**src/rtl/ov7670_config_sequencer_if.sv**
```systemverilog
// ROM read port and SCCB write-command channel between the config sequencer
// and its ROM / SCCB master.
interface ov7670_config_sequencer_if;
  logic [7:0]  rom_addr;
  logic [15:0] rom_dout;
  logic        sccb_valid;
  logic        sccb_ready;
  logic [7:0]  sccb_reg;
  logic [7:0]  sccb_data;
  logic        sccb_done;

  modport master (
    output rom_addr,
    input  rom_dout,
    output sccb_valid,
    input  sccb_ready,
    output sccb_reg,
    output sccb_data,
    input  sccb_done
  );

  modport slave (
    input  rom_addr,
    output rom_dout,
    input  sccb_valid,
    output sccb_ready,
    input  sccb_reg,
    input  sccb_data,
    output sccb_done
  );
endinterface

```
**src/rtl/ov7670_config_sequencer.sv**
```systemverilog
// Walks the OV7670 configuration ROM and issues each entry as an SCCB write,
// honouring delay (16'hFFF0) and end (16'hFFFF) markers.
module ov7670_config_sequencer #(
  parameter int unsigned CLK_FREQ = 50_000_000,
  parameter int unsigned DELAY_MS = 10
) (
  input  logic clk,
  input  logic rst_n,
  input  logic start,
  ov7670_config_sequencer_if.master bus,
  output logic busy,
  output logic done
);

  localparam int unsigned DELAY_CYCLES = (CLK_FREQ / 1000) * DELAY_MS;
  localparam int unsigned CNT_W        = (DELAY_CYCLES > 1) ? $clog2(DELAY_CYCLES) : 1;
  localparam logic [15:0] END_MARK     = 16'hFFFF;
  localparam logic [15:0] DELAY_MARK   = 16'hFFF0;
  localparam logic [7:0]  LAST_ADDR    = 8'hFF;

  if (DELAY_CYCLES < 1) begin : g_bad_delay
    $error("DELAY_CYCLES must be at least 1");
  end

  typedef enum logic [2:0] {
    S_IDLE,
    S_FETCH,
    S_DECODE,
    S_SEND,
    S_WAIT_DONE,
    S_DELAY,
    S_DONE
  } state_t;

  state_t             state_q, state_d;
  logic [7:0]         addr_q, addr_d;
  logic               valid_q, valid_d;
  logic [7:0]         reg_q, reg_d;
  logic [7:0]         data_q, data_d;
  logic               busy_q, busy_d;
  logic               done_q, done_d;
  logic [CNT_W-1:0]   cnt_q, cnt_d;
  logic               advance;

  // State and registered outputs
  always_ff @(posedge clk or negedge rst_n) begin
    if (!rst_n) begin
      state_q <= S_IDLE;
      addr_q  <= 8'd0;
      valid_q <= 1'b0;
      reg_q   <= 8'd0;
      data_q  <= 8'd0;
      busy_q  <= 1'b0;
      done_q  <= 1'b0;
      cnt_q   <= '0;
    end else begin
      state_q <= state_d;
      addr_q  <= addr_d;
      valid_q <= valid_d;
      reg_q   <= reg_d;
      data_q  <= data_d;
      busy_q  <= busy_d;
      done_q  <= done_d;
      cnt_q   <= cnt_d;
    end
  end

  // Next-state and next-output logic
  always_comb begin
    state_d = state_q;
    addr_d  = addr_q;
    reg_d   = reg_q;
    data_d  = data_q;
    cnt_d   = cnt_q;
    advance = 1'b0;

    unique case (state_q)
      S_IDLE, S_DONE: begin
        if (start) begin
          addr_d  = 8'd0;
          state_d = S_FETCH;
        end
      end
      S_FETCH: state_d = S_DECODE;
      S_DECODE: begin
        if (bus.rom_dout == END_MARK) begin
          state_d = S_DONE;
        end else if (bus.rom_dout == DELAY_MARK) begin
          cnt_d   = CNT_W'(DELAY_CYCLES - 1);
          state_d = S_DELAY;
        end else begin
          reg_d   = bus.rom_dout[15:8];
          data_d  = bus.rom_dout[7:0];
          state_d = S_SEND;
        end
      end
      S_SEND: begin
        if (bus.sccb_ready) state_d = S_WAIT_DONE;
      end
      S_WAIT_DONE: advance = bus.sccb_done;
      S_DELAY: begin
        if (cnt_q == '0) advance = 1'b1;
        else             cnt_d   = cnt_q - CNT_W'(1);
      end
      default: state_d = S_IDLE;
    endcase

    // Address saturates at the last ROM entry so the walk always terminates
    if (advance) begin
      if (addr_q == LAST_ADDR) begin
        state_d = S_DONE;
      end else begin
        addr_d  = 8'(addr_q + 8'd1);
        state_d = S_FETCH;
      end
    end

    valid_d = (state_d == S_SEND);
    done_d  = (state_d == S_DONE);
    busy_d  = (state_d != S_IDLE) && (state_d != S_DONE);
  end

  assign bus.rom_addr   = addr_q;
  assign bus.sccb_valid = valid_q;
  assign bus.sccb_reg   = reg_q;
  assign bus.sccb_data  = data_q;
  assign busy           = busy_q;
  assign done           = done_q;

endmodule

```
**src/flat_wrapper.sv**
```systemverilog
// flat-port wrapper written by rule: the top's interface ports become plain ports
module ov7670_config_sequencer_flat 
#(
  parameter int unsigned CLK_FREQ = 50_000_000,
  parameter int unsigned DELAY_MS = 10
)
  (clk, rst_n, start, busy, done, bus_rom_addr, bus_rom_dout, bus_sccb_valid, bus_sccb_ready, bus_sccb_reg, bus_sccb_data, bus_sccb_done);
  ov7670_config_sequencer_if bus_i ();
  input  logic clk;
  input  logic rst_n;
  input  logic start;
  output logic busy;
  output logic done;
  output wire logic [$bits(bus_i.rom_addr)-1:0] bus_rom_addr;
  input wire logic [$bits(bus_i.rom_dout)-1:0] bus_rom_dout;
  output wire logic [$bits(bus_i.sccb_valid)-1:0] bus_sccb_valid;
  input wire logic [$bits(bus_i.sccb_ready)-1:0] bus_sccb_ready;
  output wire logic [$bits(bus_i.sccb_reg)-1:0] bus_sccb_reg;
  output wire logic [$bits(bus_i.sccb_data)-1:0] bus_sccb_data;
  input wire logic [$bits(bus_i.sccb_done)-1:0] bus_sccb_done;
  assign bus_rom_addr = bus_i.rom_addr;
  assign bus_i.rom_dout = bus_rom_dout;
  assign bus_sccb_valid = bus_i.sccb_valid;
  assign bus_i.sccb_ready = bus_sccb_ready;
  assign bus_sccb_reg = bus_i.sccb_reg;
  assign bus_sccb_data = bus_i.sccb_data;
  assign bus_i.sccb_done = bus_sccb_done;
  ov7670_config_sequencer #(.CLK_FREQ(CLK_FREQ), .DELAY_MS(DELAY_MS)) u_core (.clk(clk), .rst_n(rst_n), .start(start), .bus(bus_i), .busy(busy), .done(done));
endmodule
```
**config.mk**
```make
export PLATFORM = sky130hd
export DESIGN_NAME = ov7670_config_sequencer_flat
export DESIGN_NICKNAME = d
export VERILOG_FILES = /design/src/rtl/ov7670_config_sequencer_if.sv /design/src/rtl/ov7670_config_sequencer.sv /design/src/flat_wrapper.sv
export SDC_FILE = /design/constraint.sdc
export NUM_CORES = 1
export LEC_CHECK = 0
export BUFFER_PORTS_ARGS = -buffer_cell sky130_fd_sc_hd__buf_2
export CORE_MARGIN = 2
export CORE_UTILIZATION = 55
export DETAILED_ROUTE_END_ITERATION = 7
export PLACE_DENSITY_LB_ADDON = 0.1
export SYNTH_ARGS = -nofsm -noshare
export SYNTH_HDL_FRONTEND = slang
export SYNTH_SLANG_ARGS = --single-unit
```
**constraint.sdc**
```tcl
create_clock -name clk -period 3.4 [get_ports clk]
set_input_delay 0.34 -clock clk [delete_from_list [all_inputs] [get_ports clk]]
set_output_delay 0.34 -clock clk [all_outputs]
set_load 0.02 [all_outputs]
```
==> results of run 1 <==
[worst reg2reg max path: stages, from the launching register on]
cell	delay, ps
dfrtp_1	470
or3b_4	450
nor4_4	230
a21boi_2	250
or4b_4	630
or4b_1	470
nand2_1	80
[cell usage in the layout, fill, tap and decap left out, drive strengths merged, types with 5 or more instances in the layout]
| cell type | count |
|---|---|
| a21boi | 5 |
| nor3 | 11 |
| nor4 | 6 |
| buf | 47 |
| nand3 | 6 |
| or3 | 6 |
| clkbuf | 6 |
| xnor2 | 12 |
| o21ai | 7 |
| inv | 5 |
| or4 | 5 |
| nor2 | 21 |
| mux2 | 16 |
| nand2 | 24 |
| dfrtp | 49 |
[through the flow]
stage | cell area (sq um) | hold WS, ps | util | cells
floorplan | 2500 | 44.4 | - | 238
global placement | 2760 | 485 | 0.633 | 327
detailed placement | 2760 | 490 | 0.633 | 327
CTS | 2840 | 271 | 0.652 | 335
global route | 2840 | 283 | 0.652 | 335
finish | 2840 | 226 | 0.652 | 335
[path summary, 6_finish.rpt]
check                                           to  depth (start not counted)
hold / removal              u_core.bus.rom_addr[3]                          1
hold reg to reg            u_core.bus.sccb_data[2]                          1
setup / recovery                  u_core.cnt_q[12]                          6
min in group clk            u_core.bus.sccb_reg[2]                          2
max in group asynchronous         u_core.cnt_q[11]                          1
setup reg to reg                  u_core.cnt_q[12]                          6
[where the power goes]
part | internal, mW | switching [mW]
clock | 0.143 | 0.188
sequential | 0.737 | 0.101
combinational | 0.311 | 0.404
[per-layer routing]
layer | global-route usage | wire [um] | vias up
met4 | 0.0713 | 44 | 0
met5 | 0 | 0 | -
met3 | 0.0450 | 211 | 4
met1 | 0.277 | 2330 | 889
li1 | - | - | 943
met2 | 0.312 | 2130 | 46
[final cells by class]
class                           instances  area (sq um)  share of cell area
Multi-Input combinational cell        174          1210               0.427
Timing Repair Buffer                   47           235              0.0829
Tap cell                               52          65.1              0.0229
Clock buffer                            6          72.6              0.0256
Inverter                                5          18.8             0.00661
Clock inverter                          2          10.0             0.00353
Sequential cell                        49          1230               0.432
[kinds of logic after synthesis]
family          Yosys count  share of synthesized area
simple gates            106                      0.246
flops                    49                      0.490
compound gates           33                     0.0955
xor+xnor                 16                     0.0560
mux                      16                     0.0720
buf+inv                  15                     0.0260
fa+ha+maj                 3                     0.0150
==> impl_metrics.ini, run 1 <==
[run_status]
status = complete, no violations

[clock_tree]
cts_inserted_buffers = 5
clkTransAtPathRegs_ps = 80
cts_hold_buf = 0
ctsResizeCount = 0
root_buffer = clkbuf_8
cts.path.max_buffers = 2
cts_tree = built
cts_max_level = 2
cts.sinks = 49
worst_skew_pair.late_latency_ps = 300
post_cts_buffers = 0

[worst_setup_path]
startpoint = u_core.state_q[0]
r2r-start = u_core.state_q[0]
r2r_slack_ps = 760
cp_max_fo = 15
cp_slowest_cell = or4b_4
cp-start-kind = flop
crit_family = simple AND/OR/NAND/NOR gates
max_stage_delay_ps = 630
worstPathCellList = or3b_4 > nor4_4 > a21boi_2 > or4b_4 > or4b_1 > nand2_1
crit_required_ps = 3640
end_kind = flop
critPathBufInv = 0
cp.arrival_ps = 2880
worstSetupPathType = reg -> reg

[timing]
post-route-period-util = 0.776
hold_viol = 0
max_freq_mhz = 379
skew_ps = 4.33
tightest_slew_ps = 1050
fin_crit_ps = 2640
maxSlewViolCount = 0
setup_ws_ps = 763
slew_headroom = 0.298
setup_viol = 0
fin_tns_setup_ps = 0
grt_setup_unrepaired = false

[floorplanning]
fp-row-count = 24
coreArea_sq_um = 4350
initial_core_util = 0.575
die_y_um = 71.5
die_area_sq_um = 5110
ioPinCount = 48
chipWidth_um = 71.5

[route]
wl_um = 4720
drt_pre_antenna_iters = 4
drc_errors = 0
avgViaCountPerCell = 5.62
vias = 1882
antenna_left = 0
drtIter0Drc = 161
post_drt_wl_per_cell_um = 14.1

[synthesis]
syn_area_sq_um = 2500
synth_edf_count = 0
synth_top_area_share = 0.490
avgSynthCellArea_sq_um = 10.5
synthArstFlopShare = 1.00
synth.distinct_cells = 52
ys.flop_type = dfrtp_1
syn-num-nets = 262
synth.most_common_cell = dfrtp_1
yosysTopAreaCell = dfrtp_1
synth_area_leaders = dfrtp_1 49%, mux2_2 7.2%, xnor2_1 4.2%, nand2_1 3.6%, nor2_1 3.1%
ys_top_cells_by_count = 49 x dfrtp_1, 24 x nand2_1, 21 x nor2_1
yosys_warnings = 0
seq_area_frac_synth = 0.490
syn_inst = 238
synth_seq_cells = 49

[global_route]
overflow = 0
grt_start_max_net_pins = 50
grt_pass1_vias = 1796
grt_pass1_wl_um = 8070
antenna_found_initial = 0
grtUsageTotal = 0.200

[place]
portBuffers = 47
place_congestion = 0.841
dp_slack_ps = 775
hpwlAfterDp_um = 3360

[cells_and_area]
largest_reg_flops = 19
fin_nets = 306
largest-register = u_core.cnt_q
drive_gt1_frac = 0.276
n_antenna_cell = 0
fillers = 364
syn_to_final_growth_pct = 13.4

[power]
p_leak_nw = 1.21
ir_drop_mv = 0.491
finalPower_mw = 1.88
power_density_nw_per_um2 = 664

[job]
drv_cap = 0

[hold_path]
hold_class = in -> async
No activity file was read; power rests on OpenSTA's default activity.
==> run 2, diff against run 1 <==
--- a/config.mk
+++ b/config.mk
@@ -7,7 +7,7 @@
 export LEC_CHECK = 0
 export BUFFER_PORTS_ARGS = -buffer_cell sky130_fd_sc_hd__buf_2
 export CORE_MARGIN = 2
-export CORE_UTILIZATION = 55
+export CORE_UTILIZATION = 50
 export DETAILED_ROUTE_END_ITERATION = 7
 export PLACE_DENSITY_LB_ADDON = 0.1
 export SYNTH_ARGS = -nofsm -noshare
==> constraint.sdc (replaced) <==
create_clock -name clk -period 2.4 [get_ports clk]
set_input_delay 0.24 -clock clk [delete_from_list [all_inputs] [get_ports clk]]
set_output_delay 0.24 -clock clk [all_outputs]
set_load 0.02 [all_outputs]
==> run 2 against run 1 <==
Core utilization is 1.1 points lower. Final cell count is 10% higher. Die area is 9.4% higher. Non-clock buffer count is 19 higher. Flip-flop and latch count stayed put. Global-route usage is 1.0 points higher. Largest cell class is now multi-input combinational cells. Largest power group unchanged. Highest routed layer unchanged.
==> impl_metrics.ini, run 2 (same netlist as run 1, synthesis figures left out) <==
[power]
finalPower_mw = 2.87
power_density_nw_per_um2 = 936
ir_drop_mv = 0.552
p_leak_nw = 1.33

[floorplanning]
die_area_sq_um = 5590
coreArea_sq_um = 4790
initial_core_util = 0.523
fp-row-count = 25
die_y_um = 74.7
chipWidth_um = 74.7
ioPinCount = 48

[timing]
skew_ps = 8.92
tightest_slew_ps = 769
max_freq_mhz = 435
slew_headroom = 0.487
maxSlewViolCount = 0
whs_ps = 178
post-route-period-util = 0.957
hold_viol = 0
fin_tns_setup_ps = 0
setup_viol = 0
setup_ws_ps = 103
grt_setup_unrepaired = true
fin_crit_ps = 2300

[route]
post_drt_wl_per_cell_um = 14.3
avgViaCountPerCell = 5.38
drt_pre_antenna_iters = 4
vias = 1984
drtIter0Drc = 58
drc_errors = 0
wl_um = 5270
antenna_left = 0

[worst_setup_path]
crit_required_ps = 2640
cp.arrival_ps = 2540
max_stage_delay_ps = 530
worstPathCellList = or3b_4 > nor4_4 > a21boi_2 > or4b_4 > or4b_1 > nand2_1
end_kind = flop
cp-start-kind = flop
cp_slowest_cell = or4b_4
cp_max_fo = 5
worstSetupPathType = reg -> reg

[cells_and_area]
largest-register = u_core.cnt_q
syn_to_final_growth_pct = 22.5
drive_gt1_frac = 0.334
final_common_cell = dfrtp_1
fin_nets = 325
n_antenna_cell = 0
stdcell_area_sq_um = 3070
final_core_util = 0.641
fin_cells = 369
final_cell_mix = 49 x dfrtp_1, 47 x buf_2, 24 x nand2_1, 21 x nor2_1, 18 x buf_4
largest_reg_flops = 19

[global_route]
overflow = 0
grtUsageTotal = 0.210
grt_start_max_net_pins = 26
grt_pass1_wl_um = 8910
grt_pass1_vias = 1960
antenna_found_initial = 0

[clock_tree]
worst_skew_pair.late_latency_ps = 310
clkTransAtPathRegs_ps = 90
cts.path.max_buffers = 2
cts_max_level = 2
cts_inserted_buffers = 5
cts_tree = built
root_buffer = clkbuf_8
cts.sinks = 49

[hold_path]
hold_class = in -> reg

[place]
hpwlAfterDp_um = 3950
dp_slack_ps = -4.02
place_inst = 359
placed_area_sq_um = 2900
place_congestion = 0.843
portBuffers = 47

[run_status]
status = complete, no violations

[job]
drv_cap = 0
==> run 2: changes by cell type in the layout (fill, tap and decap cells not counted), sizes merged <==
cell and delta:
clkinv -1, dlygate4sd3 +1, buf +18, bufinv +1
==> run 2: repair_timing <==
item                       CTS  global route
hold buffers                 1             0
hold endpoints to repair     9             0
pin swaps                    0             4
gates resized for setup      1             5
setup endpoints to repair    2             9
setup buffers                0             1
==> run 2: routing by layer <==
metal | global-route usage | part of all wire | vias to the layer above
met5 | 0 | 0 | -
met4 | 0.0853 | 0.020 | 0
met3 | 0.0402 | 0.032 | 10
met2 | 0.343 | 0.50 | 32
met1 | 0.277 | 0.45 | 954
li1 | - | - | 988
==> run 2: area by class of cell <==
class	count	area, sq um
Fill cell	405	1720
Multi-Input combinational cell	174	1240
Sequential cell	49	1230
Timing Repair Buffer	66	380
Tap cell	67	83.8
Clock buffer	6	72.6
Clock inverter	2	38.8
Inverter	5	18.8
==> run 2: where the power goes <==
part	leakage (nW)	switching, mW	internal (mW)
Combinational	0.693	0.638	0.493
Clock	0.0554	0.273	0.313
Sequential	0.581	0.109	1.04
Total	1.33	1.02	1.85
==> run 2: final timing paths <==
check	cells past startpoint	startpoint	end	slack [ps]
max reg2reg	6	u_core.state_q[2]	u_core.cnt_q[12]	100
max in group asynchronous	3	rst_n	u_core.bus.sccb_data[7]	1490
min reg2reg	1	u_core.bus.sccb_data[5]	u_core.bus.sccb_data[5]	510
min	2	bus_rom_dout[12]	u_core.bus.sccb_reg[4]	180
min in group asynchronous	2	rst_n	u_core.cnt_q[13]	330
max	6	u_core.state_q[2]	u_core.cnt_q[12]	100
==> run 2: worst max-delay path: cells and delay by family, from the launching register on <==
family,cells,cell delay (ps)
compound gates,1,100
flops,1,390
simple gates,5,1740
==> run 3, diff against run 2 <==
==> constraint.sdc (replaced) <==
create_clock -name clk -period 2.1 [get_ports clk]
set_input_delay 0.21 -clock clk [delete_from_list [all_inputs] [get_ports clk]]
set_output_delay 0.21 -clock clk [all_outputs]
set_load 0.02 [all_outputs]
==> run 3 against run 2 <==
The flow now finishes with violations (setup timing). Routed wire length rose by 28%. Final cell count rose by 12%. Clock skew fell by 0.83 ps. Critical path depth rose by 2. Clock-buffer cell count rose by 1. Register-to-register slack got worse by 350 ps. Sequential share of layout area fell by 7.1 points. Worst hold slack got worse by 27 ps. Global-route usage rose by 2.6 points. Power rose by 28%. Fmax fell by 2.1%. Critical endpoint is now u_core.cnt_q[14]. Largest power group is now combinational logic.
==> impl_metrics.ini, run 3 (same netlist as run 1, synthesis figures left out) <==
[place]
dp_slack_ps = -263
place_inst = 386
place_congestion = 0.819
hpwlAfterDp_um = 4040
portBuffers = 47

[route]
drc_errors = 0
drt_pre_antenna_iters = 4
antenna_left = 0
avgViaCountPerCell = 5.47
vias = 2253
post_drt_wl_per_cell_um = 16.3
wl_um = 6720
drtIter0Drc = 77

[floorplanning]
ioPinCount = 48
fp-row-count = 25
chipWidth_um = 74.7
initial_core_util = 0.523
coreArea_sq_um = 4790
die_y_um = 74.7
die_area_sq_um = 5590

[timing]
max_freq_mhz = 426
fin_crit_ps = 2350
grt_setup_unrepaired = true
tightest_slew_ps = 441
slew_headroom = 0.705
setup_ws_ps = -247
skew_ps = 8.10
hold_viol = 0
setup_viol = 27
maxSlewViolCount = 0
post-route-period-util = 1.12
fin_tns_setup_ps = -2990

[clock_tree]
cts_max_level = 2
clkTransAtPathRegs_ps = 90
root_buffer = clkbuf_8
cts.sinks = 49
worst_skew_pair.late_latency_ps = 300
cts_inserted_buffers = 5
cts_tree = built
cts.path.max_buffers = 2

[global_route]
grt_pass1_wl_um = 9980
grt_use_met2 = 0.404
top_usage_layer = met2
grt_start_max_net_pins = 50
gr-usage-met1 = 0.295
antenna_found_initial = 0
grt_pass1_vias = 2209
overflow = 0
grt.met3_usage = 0.0455
grtUsageTotal = 0.236

[cells_and_area]
syn_to_final_growth_pct = 49.2
final_cell_mix = 48 x buf_4, 48 x dfrtp_1, 47 x buf_2, 24 x nand2_1, 19 x nor2_1
fin_cells = 412
regArea_sq_um = 1230
final_core_util = 0.780
largest_reg_flops = 19
n_antenna_cell = 0
largest-register = u_core.cnt_q
fillers = 314
drive_gt1_frac = 0.513
fin_nets = 368
multi_input_area_sq_um = 1500

[power]
p_leak_nw = 1.63
power_density_nw_per_um2 = 984
ir_drop_mv = 0.823
finalPower_mw = 3.67

[hold_path]
hold_class = in -> reg

[worst_setup_path]
cp.arrival_ps = 2520
cp-start-kind = flop
crit_required_ps = 2280
worstSetupPathType = reg -> reg
end_kind = flop
cp_max_fo = 3

[run_status]
violations = setup timing
status = finished, violations left

[job]
drv_cap = 0
## run 3: final timing paths
path / from / end / slack (ps) / depth (start not counted)
worst min register to register: u_core.bus.sccb_reg[2] / u_core.bus.sccb_reg[2] / 510 / 1
worst max-delay path: u_core.cnt_q[5] / u_core.cnt_q[14] / -250 / 8
worst min-delay path: bus_rom_dout[9] / u_core.bus.sccb_reg[1] / 150 / 2
min in group asynchronous: rst_n / u_core.cnt_q[7] / 430 / 3
max in group asynchronous: rst_n / u_core.state_q[0] / 1450 / 3
worst max register to register: u_core.cnt_q[5] / u_core.cnt_q[14] / -250 / 8
## run 3: layer usage
layer | wire [um] | share of wire
met5 | 0 | 0
met3 | 165 | 0.025
met2 | 3550 | 0.53
met4 | 139 | 0.021
met1 | 2860 | 0.43
## run 3: cell type report
| cell class | instances | area share |
|---|---|---|
| Inverter | 5 | 0.00503 |
| Sequential cell | 49 | 0.329 |
| Tap cell | 67 | 0.0225 |
| Multi-Input combinational cell | 174 | 0.401 |
| Clock inverter | 1 | 0.00805 |
| Timing Repair Buffer | 109 | 0.212 |
| Clock buffer | 7 | 0.0231 |
## run 3: power breakdown
part	switching (mW)	internal (mW)
Combinational	0.864	0.790
Sequential	0.120	1.19
Clock	0.317	0.389
Total	1.30	2.37
## run 3: critical path, cell delays in order, from the launching register on
cell and delay, ps:
dfrtp_1 390, or3_1 450, buf_4 170, nor2_1 110
or4b_4 470, buf_6 140, buf_6 110, o211ai_1 240
o31ai_1 130
## run 3: timing repair
action	CTS	global route
pin swaps	26	33
gates resized for setup	38	31
hold endpoints to repair	49	0
cloned	2	0
setup buffers	13	8
hold buffers	1	0
endpoints found under the setup margin	31	32
## run 3: per-stage QoR
stage                     cell area (sq um)  hold slack, ps
final                                  3730             151
after global routing                   3730             130
after CTS                              3590             142
after detailed placement               3160             216
after global placement                 3160             218
after floorplan                        2550           -85.6
